## src/rtl/mem_access_unit.sv

```systemverilog
// MEM-stage load/store unit: splits each access into BUS_BYTES-wide ready/valid beats and extends load data.
// Define MEM_MISALIGN_TRAP_EN to trap misaligned half/word accesses instead of issuing them byte-addressed.
module mem_access_unit #(
  parameter int ADDR_W    = 32,
  parameter int BUS_BYTES = 1
) (
  input  logic                   clk,
  input  logic                   rst,
  input  logic                   req_valid,
  input  logic                   op_load,
  input  logic [1:0]             op_size,
  input  logic                   op_unsigned,
  input  logic [ADDR_W-1:0]      addr,
  input  logic [31:0]            wdata,
  output logic                   stall_o,
  output logic                   done_o,
  output logic [31:0]            rdata_o,
  output logic                   misalign_o,
  output logic                   mc_req,
  output logic                   mc_we,
  output logic [ADDR_W-1:0]      mc_addr,
  output logic [8*BUS_BYTES-1:0] mc_wdata,
  output logic [BUS_BYTES-1:0]   mc_wstrb,
  input  logic                   mc_ready,
  input  logic                   mc_rvalid,
  input  logic [8*BUS_BYTES-1:0] mc_rdata
);

  localparam int unsigned BB = BUS_BYTES;

`ifdef MEM_MISALIGN_TRAP_EN
  localparam bit TRAP_EN = 1'b1;
`else
  localparam bit TRAP_EN = 1'b0;
`endif

  typedef enum logic [1:0] {IDLE, REQ, WAIT, DONE} state_t;

  state_t                 state;
  logic                   load_l;
  logic                   uns_l;
  logic [1:0]             size_l;
  logic [ADDR_W-1:0]      addr_l;
  logic [31:0]            wdata_l;
  logic [2:0]             beat;
  logic [31:0]            asm_q;
  logic                   flushed;

  logic                   nxt_ld;
  logic [1:0]             nxt_size;
  logic [ADDR_W-1:0]      nxt_base;
  logic [31:0]            nxt_wd;
  logic [2:0]             nxt_k;
  logic [ADDR_W-1:0]      nxt_addr;
  logic [8*BUS_BYTES-1:0] nxt_wdata;
  logic [BUS_BYTES-1:0]   nxt_strb;
  logic [31:0]            asm_next;
  logic                   is_last;
  logic                   trap;

  function automatic int unsigned nbytes(input logic [1:0] size);
    case (size)
      2'd0:    return 1;
      2'd1:    return 2;
      default: return 4;
    endcase
  endfunction

  function automatic logic [2:0] last_beat(input logic [1:0] size);
    return 3'((nbytes(size) + BB - 1) / BB - 1);
  endfunction

  function automatic logic [BUS_BYTES-1:0] lane_en(input logic [1:0] size, input logic [2:0] k);
    logic [BUS_BYTES-1:0] en;
    en = '0;
    for (int unsigned j = 0; j < BB; j++)
      en[j] = (32'(k) * BB + j) < nbytes(size);
    return en;
  endfunction

  function automatic logic [8*BUS_BYTES-1:0] lane_data(input logic [31:0] wd, input logic [1:0] size,
                                                      input logic [2:0] k);
    logic [8*BUS_BYTES-1:0] d;
    int unsigned            b;
    d = '0;
    for (int unsigned j = 0; j < BB; j++) begin
      b = 32'(k) * BB + j;
      if (b < nbytes(size)) d[8*j +: 8] = wd[8*b[1:0] +: 8];
    end
    return d;
  endfunction

  function automatic logic [31:0] extend(input logic [31:0] v, input logic [1:0] size, input logic uns);
    case (size)
      2'd0:    return {{24{~uns & v[7]}}, v[7:0]};
      2'd1:    return {{16{~uns & v[15]}}, v[15:0]};
      default: return v;
    endcase
  endfunction

  // Beat 0 is built from the live op inputs in IDLE; later beats come from the latched op.
  always_comb begin
    if (state == IDLE) begin
      nxt_ld   = op_load;
      nxt_size = op_size;
      nxt_base = addr;
      nxt_wd   = wdata;
      nxt_k    = '0;
    end else begin
      nxt_ld   = load_l;
      nxt_size = size_l;
      nxt_base = addr_l;
      nxt_wd   = wdata_l;
      nxt_k    = beat + 3'd1;
    end
    nxt_addr  = nxt_base + ADDR_W'(32'(nxt_k) * BB);
    nxt_strb  = lane_en(nxt_size, nxt_k);
    nxt_wdata = nxt_ld ? '0 : lane_data(nxt_wd, nxt_size, nxt_k);
  end

  always_comb begin
    asm_next = asm_q;
    for (int unsigned j = 0; j < BB; j++) begin
      int unsigned b;
      b = 32'(beat) * BB + j;
      if (b < nbytes(size_l)) asm_next[8*b[1:0] +: 8] = mc_rdata[8*j +: 8];
    end
  end

  assign is_last = (beat == last_beat(size_l));
  assign trap    = TRAP_EN && ((op_size == 2'd1 && addr[0]) || (op_size[1] && addr[1:0] != 2'b00));
  assign stall_o = ~rst & req_valid & (state != DONE);

  always_ff @(posedge clk) begin
    if (rst) begin
      state      <= IDLE;
      load_l     <= 1'b0;
      uns_l      <= 1'b0;
      size_l     <= '0;
      addr_l     <= '0;
      wdata_l    <= '0;
      beat       <= '0;
      asm_q      <= '0;
      flushed    <= 1'b0;
      mc_req     <= 1'b0;
      mc_we      <= 1'b0;
      mc_addr    <= '0;
      mc_wdata   <= '0;
      mc_wstrb   <= '0;
      done_o     <= 1'b0;
      rdata_o    <= '0;
      misalign_o <= 1'b0;
    end else begin
      case (state)
        IDLE: begin
          done_o     <= 1'b0;
          misalign_o <= 1'b0;
          if (req_valid) begin
            load_l  <= op_load;
            uns_l   <= op_unsigned;
            size_l  <= op_size;
            addr_l  <= addr;
            wdata_l <= wdata;
            beat    <= '0;
            asm_q   <= '0;
            rdata_o <= '0;
            flushed <= 1'b0;
            if (trap) begin
              state      <= DONE;
              done_o     <= 1'b1;
              misalign_o <= 1'b1;
            end else begin
              state    <= REQ;
              mc_req   <= 1'b1;
              mc_we    <= ~nxt_ld;
              mc_addr  <= nxt_addr;
              mc_wdata <= nxt_wdata;
              mc_wstrb <= nxt_strb;
            end
          end
        end
        REQ: begin
          if (mc_ready) begin
            // An accepted read must still be waited out even if the op was flushed this cycle.
            if (load_l) begin
              state   <= WAIT;
              mc_req  <= 1'b0;
              flushed <= ~req_valid;
            end else if (!req_valid) begin
              state  <= IDLE;
              mc_req <= 1'b0;
            end else if (is_last) begin
              state  <= DONE;
              mc_req <= 1'b0;
              done_o <= 1'b1;
            end else begin
              beat     <= beat + 3'd1;
              mc_addr  <= nxt_addr;
              mc_wdata <= nxt_wdata;
              mc_wstrb <= nxt_strb;
            end
          end else if (!req_valid) begin
            state  <= IDLE;
            mc_req <= 1'b0;
          end
        end
        WAIT: begin
          if (!req_valid) flushed <= 1'b1;
          if (mc_rvalid) begin
            asm_q <= asm_next;
            if (flushed || !req_valid) begin
              state <= IDLE;
            end else if (is_last) begin
              state   <= DONE;
              done_o  <= 1'b1;
              rdata_o <= extend(asm_next, size_l, uns_l);
            end else begin
              state    <= REQ;
              beat     <= beat + 3'd1;
              mc_req   <= 1'b1;
              mc_we    <= 1'b0;
              mc_addr  <= nxt_addr;
              mc_wdata <= nxt_wdata;
              mc_wstrb <= nxt_strb;
            end
          end
        end
        DONE: begin
          done_o     <= 1'b0;
          misalign_o <= 1'b0;
          state      <= IDLE;
        end
        default: state <= IDLE;
      endcase
    end
  end

endmodule
```

## config.mk

```make
export PLATFORM = sky130hd
export DESIGN_NAME = mem_access_unit
export DESIGN_NICKNAME = d
export VERILOG_FILES = /design/src/rtl/mem_access_unit.sv
export SDC_FILE = /design/constraint.sdc
export NUM_CORES = 1
export LEC_CHECK = 0
export CELL_PAD_IN_SITES_DETAIL_PLACEMENT = 1
export CELL_PAD_IN_SITES_GLOBAL_PLACEMENT = 1
export CORE_ASPECT_RATIO = 0.8
export CORE_MARGIN = 2
export CORE_UTILIZATION = 40
export DETAILED_ROUTE_END_ITERATION = 8
export GPL_TIMING_DRIVEN = 1
export PLACE_DENSITY_LB_ADDON = 0.1
export SYNTH_ARGS = -nofsm -noshare
export SYNTH_HDL_FRONTEND = slang
export SYNTH_SLANG_ARGS = --single-unit
```

## constraint.sdc

```tcl
create_clock -name clk -period 4.3 [get_ports clk]
set_input_delay 0.86 -clock clk [delete_from_list [all_inputs] [get_ports clk]]
set_output_delay 0.86 -clock clk [all_outputs]
set_load 0.1 [all_outputs]
```

==> results of run 1 <==
worst min-delay path by stage:
| stage | slack, ps | to | from |
|---|---|---|---|
| floorplan | 430 | wdata_l[0] | wdata_l[0] |
| global placement | 440 | addr_l[0] | addr_l[0] |
| detailed placement | 450 | addr_l[16] | addr_l[16] |
| CTS | 460 | addr_l[16] | addr_l[16] |
| global route | 480 | wdata_l[2] | wdata_l[2] |
| finish | 450 | mc_addr[20] | mc_addr[20] |
placed cells by master (no fill, tap or decap), drive strengths merged, types with 5 or more instances in the layout:
cell           count
a21oi            108
a31oi              5
nand3b             8
mux2i             38
a211oi            10
clkdlybuf4s50    155
nand2b             5
mux4               8
mux2               6
nor3b              6
and3               8
xor2              10
nand4b             5
clkinv             7
o211ai            24
a2bb2oi            8
nand2            231
clkbuf            18
nor3              13
o21ai             13
a21bo              7
ha                21
nor4               6
a22o               9
a21o               5
nor2b              7
nand3             35
nor2              80
inv               21
buf               24
a22oi             52
nand4             20
dfxtp            182
xnor2             10
cell type report:
class                           count  area share [%]
Tap cell                          306           3.351
Timing Repair Buffer              179           15.26
Clock buffer                       18           3.844
Sequential cell                   182           31.89
Multi-Input combinational cell    804           43.98
Inverter                           15          0.4928
Clock inverter                     14           1.183
metrics by stage:
stage | instances | power (W) | hold slack (ps) | cell area [µm²] | util [%]
6_report | 1518 | 0.005061 | 454.8 | 11430 | 51.20
3_3_place_gp | 1486 | 0.003519 | 439.7 | 10850 | 48.63
5_1_grt | 1518 | 0.005291 | 478.1 | 11430 | 51.20
4_1_cts | 1518 | 0.005103 | 457.1 | 11430 | 51.20
2_1_floorplan | 1073 | 0.003064 | 433.1 | 9017 | -
3_5_place_dp | 1486 | 0.003543 | 446.8 | 10850 | 48.63
where the power goes:
group	switching (W)	internal, W	total [W]	leakage, nW
clock network	0.000767	0.000785	0.00155	0.282
registers	0.0000800	0.00180	0.00188	1.48
logic	0.00111	0.000512	0.00163	2.43
total	0.00196	0.00310	0.00506	4.19
metal layers:
layer	global-route usage (%)	vias up	share of wire, %
li1	-	4078	-
met4	5.263	2	1.0
met3	4.896	20	5.1
met5	0	-	0.047
met2	37.03	186	45
met1	33.99	4172	48
registers in the layout, indices dropped and copies added (netlist names):
register	flops
flushed	1
beat	3
wdata_l	32
done_o	1
mc_req	1
uns_l	1
state	2
asm_q	32
rdata_o	32
size_l	2
mc_wdata	8
mc_addr	32
mc_we	1
load_l	1
addr_l	32
mc_wstrb	1
cells in the mapped netlist, types with 5 or more instances:
cell type | count | area (µm²)
ha_1 | 21 | 262.8
a21oi_1 | 108 | 540.5
nor2_1 | 80 | 300.3
nand4_1 | 20 | 125.1
mux2_2 | 6 | 67.56
a2bb2oi_1 | 8 | 70.07
nand2b_1 | 5 | 31.28
a21o_1 | 5 | 37.54
o211ai_2 | 11 | 137.6
o211ai_1 | 13 | 97.59
nand3_1 | 33 | 165.2
clkbuf_1 | 55 | 206.5
inv_1 | 14 | 52.55
xor2_1 | 10 | 87.58
xnor2_1 | 10 | 87.58
nand4b_1 | 5 | 43.79
a31oi_1 | 5 | 31.28
a211oi_1 | 8 | 60.06
nand2_1 | 230 | 863.3
o21ai_0 | 11 | 55.05
mux2i_1 | 38 | 380.4
nand3b_1 | 8 | 60.06
dfxtp_1 | 182 | 3643
and3_1 | 8 | 50.05
nor3_1 | 10 | 50.05
a22oi_1 | 50 | 375.4
buf_2 | 12 | 60.06
a22o_1 | 9 | 78.83
a21bo_2 | 7 | 70.07
nor2b_1 | 7 | 43.79
mux4_2 | 8 | 180.2
critical path: cells and delay by family, from the launching register on:
kind / cells / cell delay, ps
AOI/OAI and AO/OA: 3 / 1090
adders and majority gates: 3 / 1130
DFF: 1 / 350
and+or+nand+nor: 3 / 650
buffers and inverters: 1 / 110
muxes: 1 / 290
cells by family after synthesis:
family | synth area share, %
and+or+nand+nor | 22.80
muxes | 6.969
AOI/OAI and AO/OA | 20.38
xor gates and xnor gates | 2.207
adders and majority gates | 3.138
other | 0.04161
buffers and inverters | 4.040
DFF | 40.43
==> out/metrics.yaml, run 1 <==
floorplanning:
  start_util_pct: 40.38
  core-area_um2: 22320
  dieArea_um2: 23760
  fp.dieW_um: 171.8
  die_y_um: 138.3
  rows: 49
  ioPinCount: 159
critical_path:
  worst-r2r-setup-slack_ps: 560
  rr_worst_depth: 11
  crit_path_start_kind: "register"
  slowest_stage: "ha_2"
  worstReg2RegEnd: "mc_addr[22]"
  critPathRequiredTime_ps: 4620
  critical_path.startpoint: "state[0]"
  r2r_start: "state[0]"
  cpPeakStageDelay_ps: 660
  end_kind: "register"
  path_class: "reg -> reg"
  path_cells: "inv_1, ha_2, mux2_2, ha_1, fa_1, a21oi_1, a211oi_1, nand4_1, nor2_1, nor4_1, a311o_1"
  cp_max_fo: 32
  cp-endpoint: "mc_addr[22]"
  cp.arrival_ps: 4070
clock_tree:
  ctsHtreeMaxLevel: 4
  cts-buffers-inserted: 17
  tritoncts_num_sinks: 182
  clock_path_buffers: 2
  post-cts-setup-buffers: 0
  clock_latency_ps: 440
  postCtsResizedCells: 0
  root_buffer: "clkbuf_16"
  cts.clk_slew.worst_paths_ps: 70
  postCtsHoldBufs: 0
  tritoncts: "done"
placement:
  gp_congestion: 0.8205
  preCtsSetupSlack_ps: 616.8
  portBuffers: 157
  hpwl_um: 19600
sta:
  setup_viol: 0
  rsz0062_at_grt: "no"
  fin_worst_skew_ps: 16.57
  finalCritPeriodShare_pct: 87.09
  relSlewSlack_pct: 29.45
  finalSetupTns_ps: 0
  slew_viol_final: 0
  worstMarginPinSlew_ps: 1055
  hold_viol_final: 0
  max_freq_mhz: 267.0
  setup_slack_ps: 555.1
  period_minus_slack_ps: 3745
layout:
  multi_input_area_um2: 5025
  fillers: 2662
  register_area_um2: 3643
  synthToLayoutAreaGrowth_pct: 26.78
  drive_above_1_share_pct: 9.076
  num-nets-final: 1302
  diodes: 0
global_routing:
  grt_pass1_wl_um: 45180
  grt_antenna_before_repair: 1
  grt_use_total_pct: 23.79
  grt_pass1_vias: 8372
  gr-total-overflow: 0
  grt_max_degree: 66
synth:
  synth_fp_nets: 1176
  ys.flop_type: "dfxtp_1"
  yosys_warnings: 0
  synth_cells: 1073
  synth_area_um2: 9012
  yosys_register_bits: 182
  yosysUniqueCellTypes: 72
  synth-edff-count: 0
  syn_area_per_cell_um2: 8.399
  yosysSeqAreaShare_pct: 40.43
  synthArstFlopShare_pct: 0
power:
  p_leak_nw: 4.192
  peakVddDrop_v: 0.0002799
  powerDensity_nw_per_um2: 442.9
drt:
  vias: 8458
  drtIter0Drc: 469
  vias_per_cell: 5.572
  routedWlPerCell_um: 18.33
  dr.pass1.iters: 8
  wirelength_um: 27830
  drcViolationCount: 0
  ant_nets: 0
run_status:
  status: "complete, no violations"
run:
  drv_cap: 0
min_path:
  hold_depth: 2
  hold_class: "reg -> reg"
Power figures use the tool's default switching activity.
==> inputs of run 2 (changes only) <==
Settings changed: GPL_TIMING_DRIVEN 1 to 0.
==> out/metrics.yaml, run 2 (synthesis gave the netlist of run 1 again) <==
run_status:
  status: "complete, no violations"
sta:
  hold_ws_ps: 456.7
  fin_worst_skew_ps: 10.52
  slew_viol_final: 0
  worstMarginPinSlew_ps: 1029
  hold_viol_final: 0
  finalCritPeriodShare_pct: 98.46
  setup_viol: 0
  period_minus_slack_ps: 4234
  max_freq_mhz: 236.2
  relSlewSlack_pct: 31.30
drt:
  drtIter0Drc: 663
  dr.pass1.iters: 5
  routedWlPerCell_um: 20.33
  ant_nets: 0
  drcViolationCount: 0
  vias_per_cell: 5.661
  wirelength_um: 31880
  vias: 8877
layout:
  num-nets-final: 1352
  final_util_pct: 52.06
  mostFrequentLayoutCell: "nand2_1"
  diodes: 0
  synthToLayoutAreaGrowth_pct: 28.90
  final_cell_mix: "nand2_1 (230), dfxtp_1 (182), clkdlybuf4s50_1 (156)"
  drive_above_1_share_pct: 8.241
floorplanning:
  fp.dieW_um: 171.8
  die_y_um: 138.3
  core-area_um2: 22320
  rows: 49
  dieArea_um2: 23760
  start_util_pct: 40.38
  ioPinCount: 159
global_routing:
  grt_use_total_pct: 27.08
  gr-total-overflow: 0
  grt_max_degree: 20
  grt_antenna_before_repair: 0
  grt_pass1_vias: 8809
  grt_pass1_wl_um: 50170
power:
  powerDensity_nw_per_um2: 451.1
  peakVddDrop_v: 0.0002431
  p_leak_nw: 4.257
clock_tree:
  cts.clk_slew.worst_paths_ps: 80
  clock_latency_ps: 450
  postCtsHoldBufs: 0
  tritoncts_num_sinks: 182
  clock_path_buffers: 2
  cts-buffers-inserted: 17
  root_buffer: "clkbuf_16"
  tritoncts: "done"
  ctsHtreeMaxLevel: 4
placement:
  portBuffers: 156
  hpwl_um: 23130
  gp_congestion: 0.8874
min_path:
  hold_class: "reg -> reg"
critical_path:
  cp_max_fo: 10
  critPathRequiredTime_ps: 3440
  cp.arrival_ps: 3370
  path_class: "in -> out"
  end_kind: "output pin"
  crit_path_start_kind: "primary input"
run:
  drv_cap: 0
==> run 2: cell count changes in the layout (fill, tap and decap cells not counted), sizes merged <==
cell	previous run	this run
clkdlybuf4s50	155	156
clkbuf	18	70
inv	21	22
buf	24	20
bufinv	0	1
clkinvlp	1	0
==> run 2: what timing repair did <==
action                     in CTS  in global routing
setup endpoints to repair      36                  6
gates resized for setup         7                  3
pin swaps                       0                  2
setup buffers                   0                  2
==> run 2: final cells by class <==
class | instances | area (µm²)
Inverter | 15 | 56.30
Multi-Input combinational cell | 804 | 5036
Clock inverter | 15 | 183.9
Buffer | 71 | 312.8
Fill cell | 2669 | 10700
Clock buffer | 17 | 425.4
Tap cell | 306 | 382.9
Sequential cell | 182 | 3643
Timing Repair Buffer | 158 | 1577
==> run 2: path summary, 6_finish.rpt <==
check | start | to | slack, ps | depth (start not counted)
max | req_valid | stall_o | 70 | 4
max reg2reg | state[0] | mc_addr[22] | 170 | 15
min | wdata_l[12] | wdata_l[12] | 460 | 2
min reg2reg | wdata_l[12] | wdata_l[12] | 460 | 2
==> run 2: stage by stage <==
| step | TNS, ps | worst slack, ps | cell area, µm² | std cells | power (W) |
|---|---|---|---|---|---|
| after floorplan | 0 | 363.6 | 9017 | 1073 | 0.003064 |
| after global placement | -21940 | -1133 | 10960 | 1535 | 0.003575 |
| after detailed placement | -23020 | -1228 | 10960 | 1535 | 0.003604 |
| after CTS | 0 | 91.02 | 11590 | 1566 | 0.005246 |
| after global routing | -6.174 | -6.174 | 11620 | 1568 | 0.005451 |
| final | 0 | 66.32 | 11620 | 1568 | 0.005241 |
==> run 2: power by group <==
part           internal, W  leakage (nW)  switching [W]
logic             0.000509          2.48        0.00120
clock network     0.000838         0.299       0.000811
registers          0.00180          1.48      0.0000840
total              0.00315          4.26        0.00209
==> run 2: worst max-delay path, stage by stage <==
cell,delay (ps)
clkdlybuf4s50_1,570
buf_1,490
nor3b_2,290
clkdlybuf4s50_1,1160
==> run 2: per-layer routing <==
metal	global-route usage, %	vias to the layer above	part of all wire (%)
li1	-	4174	-
met1	40.35	4413	49
met2	41.37	270	45
met3	4.752	20	5.8
met4	4.777	0	0.67
met5	0	-	0
